--- src/rtl/mem_access_unit.sv ---
// Data-memory access stage: runs a req/ack transaction per load or store,
// stalls the pipeline while busy, and registers formatted load data.
module mem_access_unit #(
   parameter int unsigned TIMEOUT = 200
) (
   input  logic        clk,
   input  logic        nrst,
   input  logic        i_MEM_ctrl_MemRead,
   input  logic        i_MEM_ctrl_MemWrite,
   input  logic [1:0]  i_MEM_ctrl_Size,
   input  logic        i_MEM_ctrl_Unsigned,
   input  logic [31:0] i_MEM_data_Addr,
   input  logic [31:0] i_MEM_data_WData,
   output logic        o_dmem_req,
   output logic        o_dmem_we,
   output logic [31:0] o_dmem_addr,
   output logic [3:0]  o_dmem_be,
   output logic [31:0] o_dmem_wdata,
   input  logic        i_dmem_ack,
   input  logic [31:0] i_dmem_rdata,
   output logic [31:0] o_MEM_data_MemData,
   output logic        o_stall,
   output logic        o_misalign,
   output logic        o_bus_err
);

   typedef enum logic {IDLE, BUSY} state_t;

   state_t      state_q, state_d;
   logic        req_q, req_d, we_q, we_d;
   logic [31:0] addr_q, addr_d, wdata_q, wdata_d;
   logic [3:0]  be_q, be_d;
   logic [1:0]  size_q, size_d, lane_q, lane_d;
   logic        uns_q, uns_d, load_q, load_d;
   logic [7:0]  cnt_q, cnt_d;
   logic [31:0] mem_q, mem_d;
   logic        misalign_q, misalign_d, bus_err_q, bus_err_d;

   logic        access, misaligned, timeout_hit;
   logic [3:0]  be_fmt;
   logic [31:0] wdata_fmt, rdata_fmt;
   logic [7:0]  byte_v;
   logic [15:0] half_v;

   assign access     = i_MEM_ctrl_MemRead | i_MEM_ctrl_MemWrite;
   assign misaligned = ((i_MEM_ctrl_Size == 2'b01) & i_MEM_data_Addr[0]) |
                       (i_MEM_ctrl_Size[1] & (i_MEM_data_Addr[1:0] != 2'b00));
   assign timeout_hit = (state_q == BUSY) & (cnt_q == 8'(TIMEOUT - 1)) & ~i_dmem_ack;

   always_comb begin
      be_fmt    = 4'b1111;
      wdata_fmt = i_MEM_data_WData;
      case (i_MEM_ctrl_Size)
         2'b00: begin
            be_fmt    = 4'b0001 << i_MEM_data_Addr[1:0];
            wdata_fmt = {4{i_MEM_data_WData[7:0]}};
         end
         2'b01: begin
            be_fmt    = i_MEM_data_Addr[1] ? 4'b1100 : 4'b0011;
            wdata_fmt = {2{i_MEM_data_WData[15:0]}};
         end
         default: ;
      endcase
   end

   // Lane selection uses the byte offset captured at request time.
   always_comb begin
      byte_v    = 8'(i_dmem_rdata >> {lane_q, 3'b000});
      half_v    = lane_q[1] ? i_dmem_rdata[31:16] : i_dmem_rdata[15:0];
      rdata_fmt = i_dmem_rdata;
      case (size_q)
         2'b00:   rdata_fmt = uns_q ? {24'h0, byte_v} : {{24{byte_v[7]}}, byte_v};
         2'b01:   rdata_fmt = uns_q ? {16'h0, half_v} : {{16{half_v[15]}}, half_v};
         default: ;
      endcase
   end

   always_comb begin
      state_d    = state_q;
      req_d      = req_q;
      we_d       = we_q;
      addr_d     = addr_q;
      be_d       = be_q;
      wdata_d    = wdata_q;
      size_d     = size_q;
      lane_d     = lane_q;
      uns_d      = uns_q;
      load_d     = load_q;
      cnt_d      = cnt_q;
      mem_d      = mem_q;
      misalign_d = 1'b0;
      bus_err_d  = 1'b0;
      o_stall    = 1'b0;
      case (state_q)
         IDLE: begin
            if (access) begin
               if (misaligned) begin
                  misalign_d = 1'b1;
               end else begin
                  o_stall = 1'b1;
                  req_d   = 1'b1;
                  we_d    = i_MEM_ctrl_MemWrite;
                  addr_d  = {i_MEM_data_Addr[31:2], 2'b00};
                  be_d    = be_fmt;
                  wdata_d = wdata_fmt;
                  size_d  = i_MEM_ctrl_Size;
                  lane_d  = i_MEM_data_Addr[1:0];
                  uns_d   = i_MEM_ctrl_Unsigned;
                  load_d  = ~i_MEM_ctrl_MemWrite;
                  cnt_d   = '0;
                  state_d = BUSY;
               end
            end
         end
         BUSY: begin
            o_stall = ~i_dmem_ack & ~timeout_hit;
            if (i_dmem_ack) begin
               req_d   = 1'b0;
               we_d    = 1'b0;
               be_d    = '0;
               state_d = IDLE;
               if (load_q) mem_d = rdata_fmt;
            end else if (timeout_hit) begin
               req_d     = 1'b0;
               we_d      = 1'b0;
               be_d      = '0;
               bus_err_d = 1'b1;
               state_d   = IDLE;
            end else begin
               cnt_d = cnt_q + 8'd1;
            end
         end
         default: state_d = IDLE;
      endcase
      if (!nrst) o_stall = 1'b0;
   end

   always_ff @(posedge clk) begin
      if (!nrst) begin
         state_q    <= IDLE;
         req_q      <= 1'b0;
         we_q       <= 1'b0;
         addr_q     <= '0;
         be_q       <= '0;
         wdata_q    <= '0;
         size_q     <= '0;
         lane_q     <= '0;
         uns_q      <= 1'b0;
         load_q     <= 1'b0;
         cnt_q      <= '0;
         mem_q      <= '0;
         misalign_q <= 1'b0;
         bus_err_q  <= 1'b0;
      end else begin
         state_q    <= state_d;
         req_q      <= req_d;
         we_q       <= we_d;
         addr_q     <= addr_d;
         be_q       <= be_d;
         wdata_q    <= wdata_d;
         size_q     <= size_d;
         lane_q     <= lane_d;
         uns_q      <= uns_d;
         load_q     <= load_d;
         cnt_q      <= cnt_d;
         mem_q      <= mem_d;
         misalign_q <= misalign_d;
         bus_err_q  <= bus_err_d;
      end
   end

   assign o_dmem_req         = req_q;
   assign o_dmem_we          = we_q;
   assign o_dmem_addr        = addr_q;
   assign o_dmem_be          = be_q;
   assign o_dmem_wdata       = wdata_q;
   assign o_MEM_data_MemData = mem_q;
   assign o_misalign         = misalign_q;
   assign o_bus_err          = bus_err_q;

endmodule

--- config.mk ---
export PLATFORM = sky130hd
export DESIGN_NAME = mem_access_unit
export DESIGN_NICKNAME = d
export VERILOG_FILES = /design/src/rtl/mem_access_unit.sv
export SDC_FILE = /design/constraint.sdc
export NUM_CORES = 1
export LEC_CHECK = 0
export CAP_MARGIN = 25
export CORE_MARGIN = 8
export CORE_UTILIZATION = 40
export DETAILED_ROUTE_END_ITERATION = 12
export GPL_ROUTABILITY_DRIVEN = 0
export GPL_TIMING_DRIVEN = 1
export PLACE_DENSITY = 0.8
export SKIP_LAST_GASP = 1
export SLEW_MARGIN = 25
export SYNTH_ARGS = -nofsm -noshare
export SYNTH_HDL_FRONTEND = slang
export SYNTH_SLANG_ARGS = --single-unit
--- constraint.sdc ---
create_clock -name clk -period 2.3 [get_ports clk]
set_input_delay 0.23 -clock clk [delete_from_list [all_inputs] [get_ports clk]]
set_output_delay 0.23 -clock clk [all_outputs]
set_load 0.05 [all_outputs]
==> results of run 1 <==
-- kinds of logic (layout without fill, tap and decap cells) --
family	count (synthesis)	in the layout	synth area share [%]
XOR/XNOR	5	5	0.869
AND/OR/NAND/NOR	267	267	22.3
other	1	2	0.0744
adder cells (fa/ha/maj)	1	1	0.248
multiplexers	27	27	5.79
buffers and inverters	55	264	4.59
flip-flops	117	117	46.5
AO/OA/AOI/OAI	164	164	19.7
-- per-stage QoR --
stage / hold slack, ps / total power [uW]
floorplan: 320 / 2970
global placement: 440 / 3500
global route: 373 / 6440
detailed placement: 444 / 3510
CTS: 353 / 6280
finish: 370 / 6230
-- cell usage in the layout (no fill, tap or decap), types with 4 or more instances in the layout --
cell                              netlist  layout
sky130_fd_sc_hd__nand3_1                4       4
sky130_fd_sc_hd__and3_1                 4       4
sky130_fd_sc_hd__bufinv_16              0       4
sky130_fd_sc_hd__clkbuf_16              0      17
sky130_fd_sc_hd__nor3_1                 9       9
sky130_fd_sc_hd__mux2i_1               19      19
sky130_fd_sc_hd__nor2_1                51      49
sky130_fd_sc_hd__dfxtp_1              117     115
sky130_fd_sc_hd__nand4_1                5       5
sky130_fd_sc_hd__a311oi_1               9       8
sky130_fd_sc_hd__clkdlybuf4s50_1        0     205
sky130_fd_sc_hd__a211oi_1               9       9
sky130_fd_sc_hd__buf_12                 0       5
sky130_fd_sc_hd__buf_4                  2      19
sky130_fd_sc_hd__nand3b_1               9       9
sky130_fd_sc_hd__o21ai_0               29      29
sky130_fd_sc_hd__a31oi_1                9       9
sky130_fd_sc_hd__o211ai_1               7       7
sky130_fd_sc_hd__o221a_2                7       7
sky130_fd_sc_hd__clkinv_2               0       5
sky130_fd_sc_hd__nand2_1              172     172
sky130_fd_sc_hd__a21oi_1               84      84
sky130_fd_sc_hd__xor2_1                 4       4
sky130_fd_sc_hd__mux2_2                 7       7
-- per-layer routing --
layer | routed length [um] | share of wire, %
met5 | 0 | 0
met4 | 688 | 3.9
met3 | 1730 | 9.9
met1 | 7040 | 40
met2 | 8030 | 46
-- power by group through the flow --
stage	registers (uW)	logic [uW]	clock network (uW)
final	2210	1270	2750
after global routing	2220	1350	2870
after CTS	2210	1270	2800
after detailed placement	2250	1260	0
after global placement	2240	1260	0
after floorplan	2590	383	0
-- registers in the layout, indices dropped and copies added, names as in the netlist, 2 cells and up --
| register | count |
|---|---|
| o_dmem_wdata | 32 |
| size_q | 2 |
| lane_q | 2 |
| o_MEM_data_MemData | 32 |
| cnt_q | 8 |
| o_dmem_addr | 30 |
| o_dmem_be | 4 |
-- critical path: stages, from the launching register on --
cell	delay, ps
sky130_fd_sc_hd__dfxtp_2	370
sky130_fd_sc_hd__ha_4	190
sky130_fd_sc_hd__and4b_2	260
sky130_fd_sc_hd__a311oi_2	270
sky130_fd_sc_hd__buf_4	160
sky130_fd_sc_hd__nor2_2	50
sky130_fd_sc_hd__nor2_2	130
sky130_fd_sc_hd__buf_12	150
-- how the worst min path moves through the flow --
| stage | slack [ps] | cells past startpoint | to | start |
|---|---|---|---|---|
| 2_1_floorplan | 320 | 1 | load_q | i_MEM_ctrl_MemWrite |
| 3_3_place_gp | 440 | 2 | o_dmem_addr[2] | o_dmem_addr[2] |
| 3_5_place_dp | 440 | 2 | o_dmem_addr[2] | o_dmem_addr[2] |
| 4_1_cts | 350 | 3 | uns_q | i_MEM_ctrl_Unsigned |
| 5_1_grt | 370 | 3 | o_dmem_addr[26] | i_MEM_data_Addr[26] |
| 6_report | 370 | 3 | o_dmem_addr[29] | i_MEM_data_Addr[29] |
-- layout make-up --
cell class                      instances  area (um^2)
Clock inverter                         10          153
Sequential cell                       117         2340
Timing Repair Buffer                  229         2290
Clock buffer                           22          464
Tap cell                              172          215
Inverter                                3         11.3
Multi-Input combinational cell        466         2500
Fill cell                            1052         4480
-- timing repair --
action | in CTS | in global routing
buffers inserted | 1 | 0
pin swaps | 2 | 2
gates cloned | 0 | 0
resized for setup | 2 | 5
hold buffers | 0 | 0
endpoints found under the setup margin | 1 | 1
==> metrics.md, run 1 <==
| Metric | Value |
|---|---|
| Result of the run | `finished, final reports clean` |
| DRC Markers | `0` |
| Drt first pass iters | `8` |
| Final Critical Period | `2220 ps` |
| Worst-margin pin slew | `710 ps` |
| Met3 Use GR | `8.15%` |
| Setup crit end kind | `output port` |
| Via count of the first global-routing pass | `5111` |
| Internal power | `4500 uW` |
| Total clock buffers created by CTS | `17` |
| Max-Cap Viols | `0` |
| Pwr dens | `780 nW/um^2` |
| Startpoint-to-endpoint class of the critical path | `reg -> out` |
| Global-route wire length before repair | `27000 um` |
| Post-layout worst setup margin | `78.3 ps` |
| Synth Instances | `637` |
| Count of endpoints failing hold in the final timing report | `0` |
| Share of Yosys cell area claimed by the top area cell type | `46.5%` |
| Layout cells sized above 1 | `9.21%` |
| Required time of the critical path | `2070 ps` |
| Skew-Pair Late Insertion Delay | `410 ps` |
| Number of sinks on the clock net | `117` |
| Fin crit share | `96.6%` |
| Sequential group share of total power | `35.4%` |
| Clock tree from TritonCTS | `built` |
| Dpl cell area | `7340 um^2` |
| Post-Syn Area per Cell | `7.91 um^2` |
| Top fanout value on the critical path | `6` |
| Via density per instance | `5.21` |
| Combinational share of power | `20.4%` |
| Data arrival at the endpoint of the critical path | `1990 ps` |
| M2 GR Usage | `32.0%` |
| Layout overhead on the synthesized area | `58.5%` |
| Power dissipated by switching net loads | `1730 uW` |
| Layer with the highest usage after global routing | `met2` |
| Flip-flop and latch count after synthesis | `117` |
| Worst Setup Start Kind | `flop` |
| Count of vias placed by the detailed router | `5311` |
| DRT antenna net count | `0` |
| Worst clock skew on the final layout | `6.60 ps` |
| Leading post-synthesis cells by instance count | `sky130_fd_sc_hd__nand2_1 (172), sky130_fd_sc_hd__dfxtp_1 (117), sky130_fd_sc_hd__a21oi_1 (84)` |
| Floorplan row count | `41` |
| Reg2Reg Setup Slack | `260 ps` |
| CTS H-tree depth | `4` |
| # setup viols final | `0` |
| Starting DRT DRC Count | `467` |
| Path class of the lowest-slack min-delay path | `in -> reg` |
| Clock network fraction of total power | `44.2%` |
| Clock input transition at the sequential cells of the worst setup and hold paths | `50 ps` |
| Dpl hpwl | `12500 um` |
| Largest area contributor in the netlist | `sky130_fd_sc_hd__dfxtp_1` |
| Startpoint of the most critical setup path | `cnt_q[0]` |
| Met1 GRT Util | `24.8%` |
| Design Area, Final | `7990 um^2` |
| Worst VDD drop | `0.000483 V` |
| EDFF count, synth | `0` |
| Starting Density | `40.4%` |
| Dpl ws | `98.1 ps` |
| Synthesized area | `5040 um^2` |
| GRT Resource Usage Total | `21.0%` |
| Core area | `12500 um^2` |
| Switching share of total power | `27.8%` |
| Area of the die | `16400 um^2` |
| End point of the critical path | `o_stall` |
| Setup TNS Final | `0 ps` |
| Wirelength, routed | `17500 um` |
| Cell Count, Final, Fillers Out | `1019` |
| Yosys Warn Count | `0` |
| Dominant synthesized flop cell | `sky130_fd_sc_hd__dfxtp_1` |
| Sequential share of the synthesized area | `46.5%` |
| Die Width | `128 um` |
| Average wire per cell in the routed design | `17.2 um` |
| Total inserted antenna cells | `0` |
| Number of port buffers | `206` |
| Max-Slew Margin vs Limit | `51.4%` |
| Final net count | `939` |
| CTS max path bufs | `2` |
| CTS Root Cell | `sky130_fd_sc_hd__clkbuf_16` |
| Number of cells on the worst reg-to-reg path | `4` |
| Cells taking the most area after synthesis | `sky130_fd_sc_hd__dfxtp_1 (46%), sky130_fd_sc_hd__nand2_1 (13%), sky130_fd_sc_hd__a21oi_1 (8.3%)` |
| Overflow after GRT | `0` |
| Maximum clock rate | `450 MHz` |
| Most used standard cell by instance count after synthesis | `sky130_fd_sc_hd__nand2_1` |
| Share of synthesized flip-flops with an asynchronous set or reset | `0%` |
| # IOs | `209` |
| Capture point of the worst reg-to-reg path | `o_MEM_data_MemData[15]` |
| P_leak | `0.00297 uW` |
| Fraction of the core area covered by cells at the end of the flow | `64.1%` |
| Number of cells after detailed placement | `986` |
| Die Ht | `128 um` |
| Largest net degree at the start of global routing | `65` |
| Launch point of the worst reg-to-reg path | `size_q[1]` |
| Unique masters post-synth | `44` |
| Number of slew-limit violations in the final report | `0` |
| Number of antenna violations at the first check in global routing | `0` |
Note: power is estimated with default switching activity, not from simulation.
==> run 2, diff against run 1 <==
SKIP_LAST_GASP = default   (was 1)
==> results of run 2 <==
No change in the layout: final DEF, timing and power equal those of run 1.
==> run 3, diff against run 2 <==
CELL_PAD_IN_SITES_DETAIL_PLACEMENT = 2   (was default)
CELL_PAD_IN_SITES_GLOBAL_PLACEMENT = 2   (was default)
CORE_UTILIZATION = 23   (was 40)
CTS_CLUSTER_DIAMETER = 150   (was default)
PLACE_DENSITY = 0.83   (was 0.8)
==> metrics.md, run 3 (synthesis gave the netlist of run 1 again) <==
| Metric | Value |
|---|---|
| Floorplan row count | `54 (+32%)` |
| Starting DRT DRC Count | `213 (-54%)` |
| Depth of the worst hold-timing path | `3 (unchanged)` |
| Number of sinks on the clock net | `117 (unchanged)` |
| Total clock buffers created by CTS | `17 (unchanged)` |
| Overflow after GRT | `0 (unchanged)` |
| Fin crit share | `97.4% (+0.84 points)` |
| Pwr dens | `772 nW/um^2 (-1.0%)` |
| Via density per instance | `4.85 (-6.9%)` |
| CTS Root Cell | `sky130_fd_sc_hd__clkbuf_16` |
| Required time of the critical path | `2070 ps (about the same)` |
| Setup TNS Final | `0 ps (unchanged)` |
| Startpoint-to-endpoint class of the critical path | `reg -> out` |
| Clock tree from TritonCTS | `built` |
| Area of the die | `26900 um^2 (+64%)` |
| CTS max path bufs | `2 (unchanged)` |
| Max-Slew Margin vs Limit | `50.1% (-1.4 points)` |
| # setup viols final | `0 (unchanged)` |
| Die Width | `164 um (+28%)` |
| Destination of the worst hold path | `o_dmem_addr[19]` |
| Number of cells on the worst reg-to-reg path | `4 (unchanged)` |
| Final Critical Period | `2240 ps (+19.4 ps)` |
| Largest net degree at the start of global routing | `58 (-11%)` |
| Post-layout worst setup margin | `58.9 ps (-19.4 ps)` |
| Number of slew-limit violations in the final report | `0 (unchanged)` |
| Setup repair after global routing missed its margin | `false` |
| Clock input transition at the sequential cells of the worst setup and hold paths | `60 ps (about the same)` |
| Data arrival at the endpoint of the critical path | `2010 ps (+20 ps)` |
| Most frequent standard cell in the layout excluding fill and tap cells | `sky130_fd_sc_hd__clkdlybuf4s50_1` |
| Total inserted antenna cells | `0 (unchanged)` |
| Result of the run | `finished, final reports clean` |
| Reg2Reg Setup Slack | `320 ps (+60 ps)` |
| Skew-Pair Late Insertion Delay | `410 ps (about the same)` |
| Worst Setup Start Kind | `flop` |
| Fill cell instance count of the final layout | `2413 (+130%)` |
| Path class of the lowest-slack min-delay path | `in -> reg` |
| Worst hold-check slack | `361 ps (-9.37 ps)` |
| Via count of the first global-routing pass | `6026 (+18%)` |
| Die Ht | `164 um (+28%)` |
| Number of antenna violations at the first check in global routing | `2 (+2)` |
| Dpl ws | `131 ps (+32.6 ps)` |
| GRT Resource Usage Total | `16.9% (-4.1 points)` |
| Layout overhead on the synthesized area | `61.4%` |
| Final net count | `946 (+0.75%)` |
| Drt first pass iters | `5 (-3)` |
| Average wire per cell in the routed design | `20.0 um (+17%)` |
| Starting Density | `23.2% (-17 points)` |
| Wirelength, routed | `22700 um (+30%)` |
| Hold-fix buffers at CTS | `0 (unchanged)` |
| DRT antenna net count | `0 (unchanged)` |
| Count of vias placed by the detailed router | `5500 (+3.6%)` |
| Worst-margin pin slew | `730 ps (+20.0 ps)` |
| Core area | `21700 um^2 (+74%)` |
| Top fanout value on the critical path | `6 (unchanged)` |
| Layout cells sized above 1 | `9.84% (+0.63 points)` |
| Count of endpoints failing hold in the final timing report | `0 (unchanged)` |
| Launch point of the worst reg-to-reg path | `lane_q[1]` |
| Dpl hpwl | `16400 um (+32%)` |
| Worst clock skew on the final layout | `5.75 ps (-0.847 ps)` |
| CTS H-tree depth | `4 (unchanged)` |
| Setup crit end kind | `output port` |
| Max-Cap Viols | `0 (unchanged)` |
| Capture point of the worst reg-to-reg path | `o_MEM_data_MemData[15]` |
| Worst VDD drop | `0.000422 V (-13%)` |
| Startpoint of the lowest-slack hold path | `i_MEM_data_Addr[19]` |
| Commonest cells after routing, fill and taps aside | `sky130_fd_sc_hd__clkdlybuf4s50_1 (205), sky130_fd_sc_hd__nand2_1 (172), sky130_fd_sc_hd__dfxtp_1 (117)` |
| # IOs | `209 (unchanged)` |
| Number of port buffers | `206 (unchanged)` |
| DRC Markers | `0 (unchanged)` |
| P_leak | `0.00297 uW (+0.26%)` |
| Global-route wire length before repair | `35000 um (+30%)` |
| Maximum clock rate | `446 MHz (-0.87%)` |
-- run 3: changes by cell type in the layout (fill, tap and decap cells not counted), sizes merged --
cell	previous run	this run
clkinv	5	4
buf	24	31
bufinv	4	3
clkbuf	22	19
inv	3	4
clkinvlp	1	5
-- run 3: cell type report --
type	instances	area (um^2)	share of cell area [%]
multi-input cells	466	2490	30.7
flip-flops and latches	117	2340	28.8
repair buffers	236	2330	28.7
clock buffers	19	443	5.45
well taps	280	350	4.31
clock inverters	13	156	1.92
inverters	3	11.3	0.138
-- run 3: metal layers --
metal,vias up,part of all wire [%],GRT usage (%)
li1,2605,-,-
met1,2702,41,18.9
met2,148,48,28.4
met3,41,7.3,6.42
met4,4,2.7,6.69
met5,-,0.15,0
-- run 3: how the worst max path moves through the flow --
stage	from	cells after the start	slack (ps)	to
final	cnt_q[0]	6	60	o_stall
after global routing	cnt_q[0]	6	7	o_stall
after global placement	i_dmem_rdata[23]	5	180	o_MEM_data_MemData[15]
after detailed placement	i_dmem_rdata[23]	5	130	o_MEM_data_MemData[15]
after floorplan	i_MEM_ctrl_Size[1]	7	190	o_stall
after CTS	cnt_q[0]	6	4	o_stall
-- run 3: where the power goes --
part	total, uW	switching, uW	internal [uW]
Combinational	1330	820	509
Sequential	2210	69.8	2140
Clock	2740	1020	1730
Total	6280	1910	4370
-- run 3: stage by stage --
stage / cells / utilization (%) / cell area (um^2) / total power (uW)
3_5_place_dp: 1099 / 34.6 / 7500 / 3580
4_1_cts: 1132 / 37.4 / 8110 / 6370
3_3_place_gp: 1099 / 34.6 / 7500 / 3550
5_1_grt: 1134 / 37.5 / 8130 / 6550
2_1_floorplan: 638 / - / 5040 / 2970
6_report: 1134 / 37.5 / 8130 / 6280
-- run 3: worst max-delay path: stages, from the launching register on --
cell	delay [ps]
sky130_fd_sc_hd__dfxtp_1	360
sky130_fd_sc_hd__ha_2	220
sky130_fd_sc_hd__and4b_1	240
sky130_fd_sc_hd__a311oi_2	350
sky130_fd_sc_hd__nor2_2	100
sky130_fd_sc_hd__nor2_2	170
sky130_fd_sc_hd__buf_12	160
-- run 3: what timing repair did --
action	in CTS	in global routing
pin swaps	2	2
gates resized for setup	2	1
setup endpoints to repair	1	1
setup buffers	1	2
cloned	0	0
==> RTL change 1 (settings of run 2) <==
`wdata_q` no longer has a reset.
--- a/src/rtl/mem_access_unit.sv
+++ b/src/rtl/mem_access_unit.sv
@@ -142,7 +142,6 @@
          we_q       <= 1'b0;
          addr_q     <= '0;
          be_q       <= '0;
-         wdata_q    <= '0;
          size_q     <= '0;
          lane_q     <= '0;
          uns_q      <= 1'b0;
@@ -157,7 +156,6 @@
          we_q       <= we_d;
          addr_q     <= addr_d;
          be_q       <= be_d;
-         wdata_q    <= wdata_d;
          size_q     <= size_d;
          lane_q     <= lane_d;
          uns_q      <= uns_d;
@@ -167,6 +165,10 @@
          misalign_q <= misalign_d;
          bus_err_q  <= bus_err_d;
       end
+   end
+
+   always_ff @(posedge clk) begin
+      wdata_q <= wdata_d;
    end
 
    assign o_dmem_req         = req_q;
Formal check against the unedited RTL: not equivalent (Yosys sat finds a counterexample within 4 cycles, from zero or initial values and one cycle with nrst low).
==> RTL change 1 against run 2 <==
- area after synthesis increased by 2.3%
- sequential cell count unchanged
- via count decreased by 12%
- total power decreased by 4.3%
- maximum frequency increased by 3.3%
- wire length decreased by 7.5%
- sequential share of layout area increased by 4.2 points
- setup slack improved by 0.071 ns
- design area decreased by 0.72%
- synthesized cell count decreased by 17%
==> RTL change 1: results (changes against run 2) <==
Clock network:
- The maximum level of the CTS H-tree is 4 (unchanged).
- The number of gates resized after cts is 0 (was 2).
- The post-CTS repair timing setup buffer count is 0 (was 1).

Setup path:
- The startpoint of the worst register-to-register path was size_q[0]$_SDFFE_PN0P_ (was size_q[1]$_SDFFE_PN0P_).
- The maximum single-stage delay on the critical path came to 0.34 ns (was 0.37 ns).
- The cell family contributing the most delay on the critical path is compound AO/OA/AOI/OAI gates (was simple AND/OR/NAND/NOR gates).
- The critical-path maximum fanout is 5 (was 6).
- The arrival time at the worst endpoint came to 1.92 ns (was 1.99 ns).
- The library cell contributing the largest single delay on the critical path is dfxtp_1 (was dfxtp_2).

Detailed routing:
- The detailed-route wire length is 16.18 mm (was 17.49 mm).
- The number of violations reported at the end of detailed-routing iteration 0 was 438 (was 467).
- The total number of vias is 4,667 (was 5,311).
- The detailed-router iteration count before antenna repair was 5 (was 8).

Power:
- The maximum VDD drop is 0.4026 mV (was 0.4834 mV).
- The reported leakage power came to 2.836 nW (was 2.967 nW).

Placed design:
- The post-DP HPWL came to 12.37 mm (was 12.48 mm).
- The number of buffers inserted by port buffering was 206 (unchanged).
- The post-placement setup slack is 0.3085 ns (was 0.09813 ns).

Global route:
- The number of global-route vias before repair is 4,577 (was 5,111).
- The pin count of the biggest net entering global routing is 39 (was 65).
- The wire length of the first global-routing pass is 24.76 mm (was 26.97 mm).
- The global-route usage over all layers is 19.09% (was 20.99%).

Cells and area:
- The number of diodes added for antenna fixing came to 0 (unchanged).
- The number of nets at the end of the flow was 834 (was 939).
- The ratio of cells with drive above 1 in the final layout was 13.88% (was 9.209%).

Synthesis:
- The count of warnings emitted by yosys is 0 (unchanged).
- The number of flops mapped to enable cells by yosys was 32 (was 0).
- Most common library cells after synthesis: nand2_1 (122), dfxtp_1 (85), a21boi_0 (36), edfxtp_1 (32), o21ai_0 (26) (was nand2_1 (172), dfxtp_1 (117), a21oi_1 (84), nor2_1 (51), clkbuf_1 (33)).
- The share of the yosys chip area belonging to registers is 51.66% (was 46.49%).
- The number of library cell types mapped by synthesis is 51 (was 44).
- Leading post-synthesis cells by cell area: dfxtp_1 (33%), edfxtp_1 (19%), nand2_1 (8.9%) (was dfxtp_1 (46%), nand2_1 (13%), a21oi_1 (8.3%)).
- The dominant register cell in the synthesized netlist is dfxtp_1 (unchanged).

Timing:
- The final setup skew is 0.007223 ns (was 0.006597 ns).
- The pin slew with the least headroom to its limit is 0.5627 ns (was 0.7101 ns).

Min path:
- The startpoint of the lowest-slack hold path is nrst (was i_MEM_data_Addr[29]).

Outcome:
- Result of the run: completed (unchanged).
[RTL change 1: changes by cell type after synthesis, moves of 9 or more]
cell,before,now
a21oi_1,84,19
a311oi_1,9,0
clkbuf_1,33,17
mux2_2,7,23
dfxtp_1,117,85
a21boi_0,0,36
nand2_1,172,122
a21oi_2,0,12
edfxtp_1,0,32
nor2_1,51,12
mux2i_1,19,8
o21a_1,0,9
[RTL change 1: path summary, 6_finish.rpt]
| kind | slack [ns] | depth (start not counted) | end |
|---|---|---|---|
| worst max-delay path | 0.15 | 5 | o_stall |
| worst min register to register | 0.46 | 2 | o_dmem_addr[29]$_SDFFE_PN0P_ |
| worst min-delay path | 0.17 | 2 | state_q$_SDFF_PN0_ |
| worst max register to register | 0.40 | 4 | o_MEM_data_MemData[13]$_SDFFE_PN0P_ |
[RTL change 1: area by class of cell]
cell class	count	area, µm²
Clock buffer	20	456.7
Clock inverter	12	106.4
Fill cell	1036	4690
Inverter	7	26.28
Multi-Input combinational cell	362	2261
Sequential cell	117	2663
Tap cell	172	215.2
Timing Repair Buffer	224	2202
[RTL change 1: cell families after synthesis]
| group | share of synthesized area, % |
|---|---|
| AO/OA/AOI/OAI | 18.60 |
| XOR/XNOR | 1.529 |
| adder cells (fa/ha/maj) | 0.2427 |
| buffers and inverters | 4.540 |
| flip-flops | 51.66 |
| multiplexers | 7.114 |
| other | 0.07276 |
| AND/OR/NAND/NOR | 16.24 |
[RTL change 1: worst register-to-register path: cells and delay by family, from the launching register on]
| family | cells | cell delay, ns |
|---|---|---|
| compound gates | 1 | 0.13 |
| simple gates | 3 | 1.03 |
| flops | 1 | 0.61 |
[RTL change 1: power breakdown]
part | switching, W | internal [W] | total, W
combinational | 0.000719 | 0.000474 | 0.00119
clock | 0.000926 | 0.00154 | 0.00246
sequential | 0.0000620 | 0.00225 | 0.00231
[RTL change 1: layer usage]
metal | routed length [µm] | up-vias | global-route usage (%) | part of all wire (%)
met3 | 973 | 32 | 5.382 | 6.0
met4 | 498 | 0 | 9.768 | 3.1
met1 | 6227 | 2211 | 20.88 | 38
li1 | - | 2260 | - | -
met5 | 0 | - | 0 | 0
met2 | 8477 | 164 | 33.18 | 52
[RTL change 1: stage by stage]
step	cells	hold slack (ns)	power (W)	util, %	cell area [µm²]
final	914	0.1732	0.005965	62.84	7930
after global routing	914	0.1662	0.006168	62.84	7930
after CTS	914	0.1561	0.006009	62.84	7930
after detailed placement	882	0.4557	0.003543	58.38	7367
after global placement	882	0.4514	0.003521	58.38	7367
after floorplan	527	0.3201	0.003045	-	5157
==> RTL change 2 (config.mk and constraints of run 2) <==
Without the edit above. The parameter `TIMEOUT` goes from 200 to 100.
--- a/src/rtl/mem_access_unit.sv
+++ b/src/rtl/mem_access_unit.sv
@@ -1,7 +1,7 @@
 // Data-memory access stage: runs a req/ack transaction per load or store,
 // stalls the pipeline while busy, and registers formatted load data.
 module mem_access_unit #(
-   parameter int unsigned TIMEOUT = 200
+   parameter int unsigned TIMEOUT = 100
 ) (
    input  logic        clk,
    input  logic        nrst,
Formal check against the unedited RTL: same outputs for any inputs over 4 cycles, from zero or initial values and one cycle with nrst low; that may be too few to reach the edited logic, so the function may still have changed.
==> RTL change 2 against run 2 <==
- register-to-register slack better by 0.33 ns
- total power up 3.6%
- wire length down 0.74%
- critical path depth down 1
- setup slack better by 0.092 ns
- non-clock buffer count down 5
- global-route usage down 0.64 points
- maximum frequency up 4.3%
- worst hold slack worse by 0.0089 ns
- via count down 3.0%
- area after synthesis up 4.8%
- design area up 1.3%
- sequential cell count unchanged
- sequential share of layout area down 0.42 points
==> RTL change 2: results (changes against run 2) <==
Synthesis:
- Most common library cells after synthesis: nand2_1 (163), dfxtp_1 (117), a21oi_1 (64), nor2_1 (47), o21ai_0 (42) (was nand2_1 (172), dfxtp_1 (117), a21oi_1 (84), nor2_1 (51), clkbuf_1 (33)).
- The count of warnings emitted by yosys is 0 (unchanged).
- The mean cell area of the mapped netlist is 8.317 µm² (was 7.910 µm²).
- The share of flip-flops with an asynchronous set or reset is 0% (unchanged).
- Leading post-synthesis cells by cell area: dfxtp_1 (44%), nand2_1 (12%), a21oi_1 (6.1%) (was dfxtp_1 (46%), nand2_1 (13%), a21oi_1 (8.3%)).
- The share of the yosys chip area belonging to registers is 44.35% (was 46.49%).
- The number of library cell types mapped by synthesis is 57 (was 44).

Placed design:
- The number of buffers inserted by port buffering is 206 (unchanged).
- The instance count after placement with tap cells included is 982 (was 986).
- The cell area after placement came to 7448 µm² (was 7338 µm²).
- The post-placement setup slack is 0.1545 ns (was 0.09813 ns).
- The post-DP HPWL is 12.57 mm (was 12.48 mm).

Min path:
- The class of the tightest hold or removal check was input port to flop (unchanged).

Power:
- The maximum VDD drop is 0.4226 mV (was 0.4834 mV).
- The reported leakage power came to 2.921 nW (was 2.967 nW).

Global route:
- The number of global-route vias before repair is 5,180 (was 5,111).
- The global-route usage over all layers is 20.35% (was 20.99%).
- The total grt overflow was 0 (unchanged).
- The pin count of the biggest net entering global routing is 63 (was 65).
- The initial antenna violation count is 0 (unchanged).
- The wire length of the first global-routing pass came to 26.82 mm (was 26.97 mm).

Detailed routing:
- The number of violations reported at the end of detailed-routing iteration 0 was 299 (was 467).
- The via count normalized by instance count came to 5.088 (was 5.212).
- The routed length per instance is 17.13 µm (was 17.16 µm).
- The detailed-router iteration count before antenna repair is 5 (was 8).

Timing:
- The pin slew with the least headroom to its limit is 0.6226 ns (was 0.7101 ns).
- The hold violation total from the final report came to 0 (unchanged).
- The final setup skew is 0.009526 ns (was 0.006597 ns).

Cells and area:
- The final instance count without filler cells came to 1,013 (was 1,019).
- The number of diodes added for antenna fixing is 0 (unchanged).
- The ratio of cells with drive above 1 in the final layout is 11.47% (was 9.209%).
- The number of nets at the end of the flow is 930 (was 939).

Clock network:
- The maximum level of the CTS H-tree is 4 (unchanged).
- The root buffer cell is clkbuf_16 (unchanged).
- The maximum buffer depth of the clock tree was 2 (unchanged).
- The insertion delay to the later sink of the worst-skew pair is 0.41 ns (about the same).
- The number of buffers added by the clock tree synthesis step is 17 (unchanged).
- The clock-pin slew reported for the worst setup and hold paths after clock tree synthesis is 0.05 ns (about the same).

Outcome:
- Result of the run: completed (unchanged).

Setup path:
- The arrival time at the worst endpoint is 1.90 ns (was 1.99 ns).
- The critical-path maximum fanout came to 4 (was 6).
## RTL change 2: logic make-up after synthesis
kind of cell | Yosys count | synth area share, %
simple gates | 251 | 20.07
fa+ha+maj | 1 | 0.2369
xor+xnor | 8 | 1.327
buf+inv | 56 | 6.136
compound gates | 174 | 22.48
mux | 27 | 5.330
other cells | 1 | 0.07101
flops | 117 | 44.35
## RTL change 2: area by class of cell
class                      count  area (µm²)
multi-input combinational    463        2638
sequential                   117        2342
clock inverter                 8       145.1
inverter                       2       7.507
timing repair buffer         224        2245
clock buffer                  23       498.0
tap                          176       220.2
fill                        1123        4990
## RTL change 2: critical path, cell delays in order, from the launching register on
cell      delay (ns)
dfxtp_1         0.33
ha_1            0.24
and4b_1         0.26
a21boi_2        0.21
nor2_1          0.10
nor2_1          0.18
buf_12          0.17
## RTL change 2: timing repair
item | in CTS | in global routing
gates resized for setup | 0 | 1
setup buffers | 0 | 0
setup endpoints to repair | 0 | 1
## RTL change 2: power breakdown
group / leakage [nW] / switching (W) / internal (W)
combinational: 1.65 / 0.000835 / 0.000531
sequential: 0.956 / 0.0000712 / 0.00215
clock: 0.311 / 0.000922 / 0.00195
## RTL change 2: worst paths after layout
path                                 start                                 end  slack, ns  cells past startpoint
max                  cnt_q[0]$_SDFFE_PN0P_                             o_stall       0.17                      6
min                    i_MEM_data_Addr[11]        o_dmem_addr[11]$_SDFFE_PN0P_       0.36                      3
max reg2reg         size_q[0]$_SDFFE_PN0P_  o_MEM_data_MemData[2]$_SDFFE_PN0P_       0.59                      4
min reg2reg  o_dmem_wdata[31]$_SDFFE_PN0P_       o_dmem_wdata[31]$_SDFFE_PN0P_       0.45                      2
## RTL change 2: per-layer routing
layer	global-route usage [%]	up-vias	routed length (µm)
met5	0	-	0
met4	7.900	0	356
met3	10.88	24	2210
met2	32.80	210	8030
met1	22.14	2354	6759
li1	-	2566	-
## RTL change 2: through the flow
step | hold WS, ns | utilization, %
final | 0.3613 | 61.87
after global routing | 0.3545 | 61.87
after CTS | 0.3451 | 61.84
after detailed placement | 0.4457 | 56.92
after global placement | 0.4406 | 56.92
after floorplan | 0.3201 | -
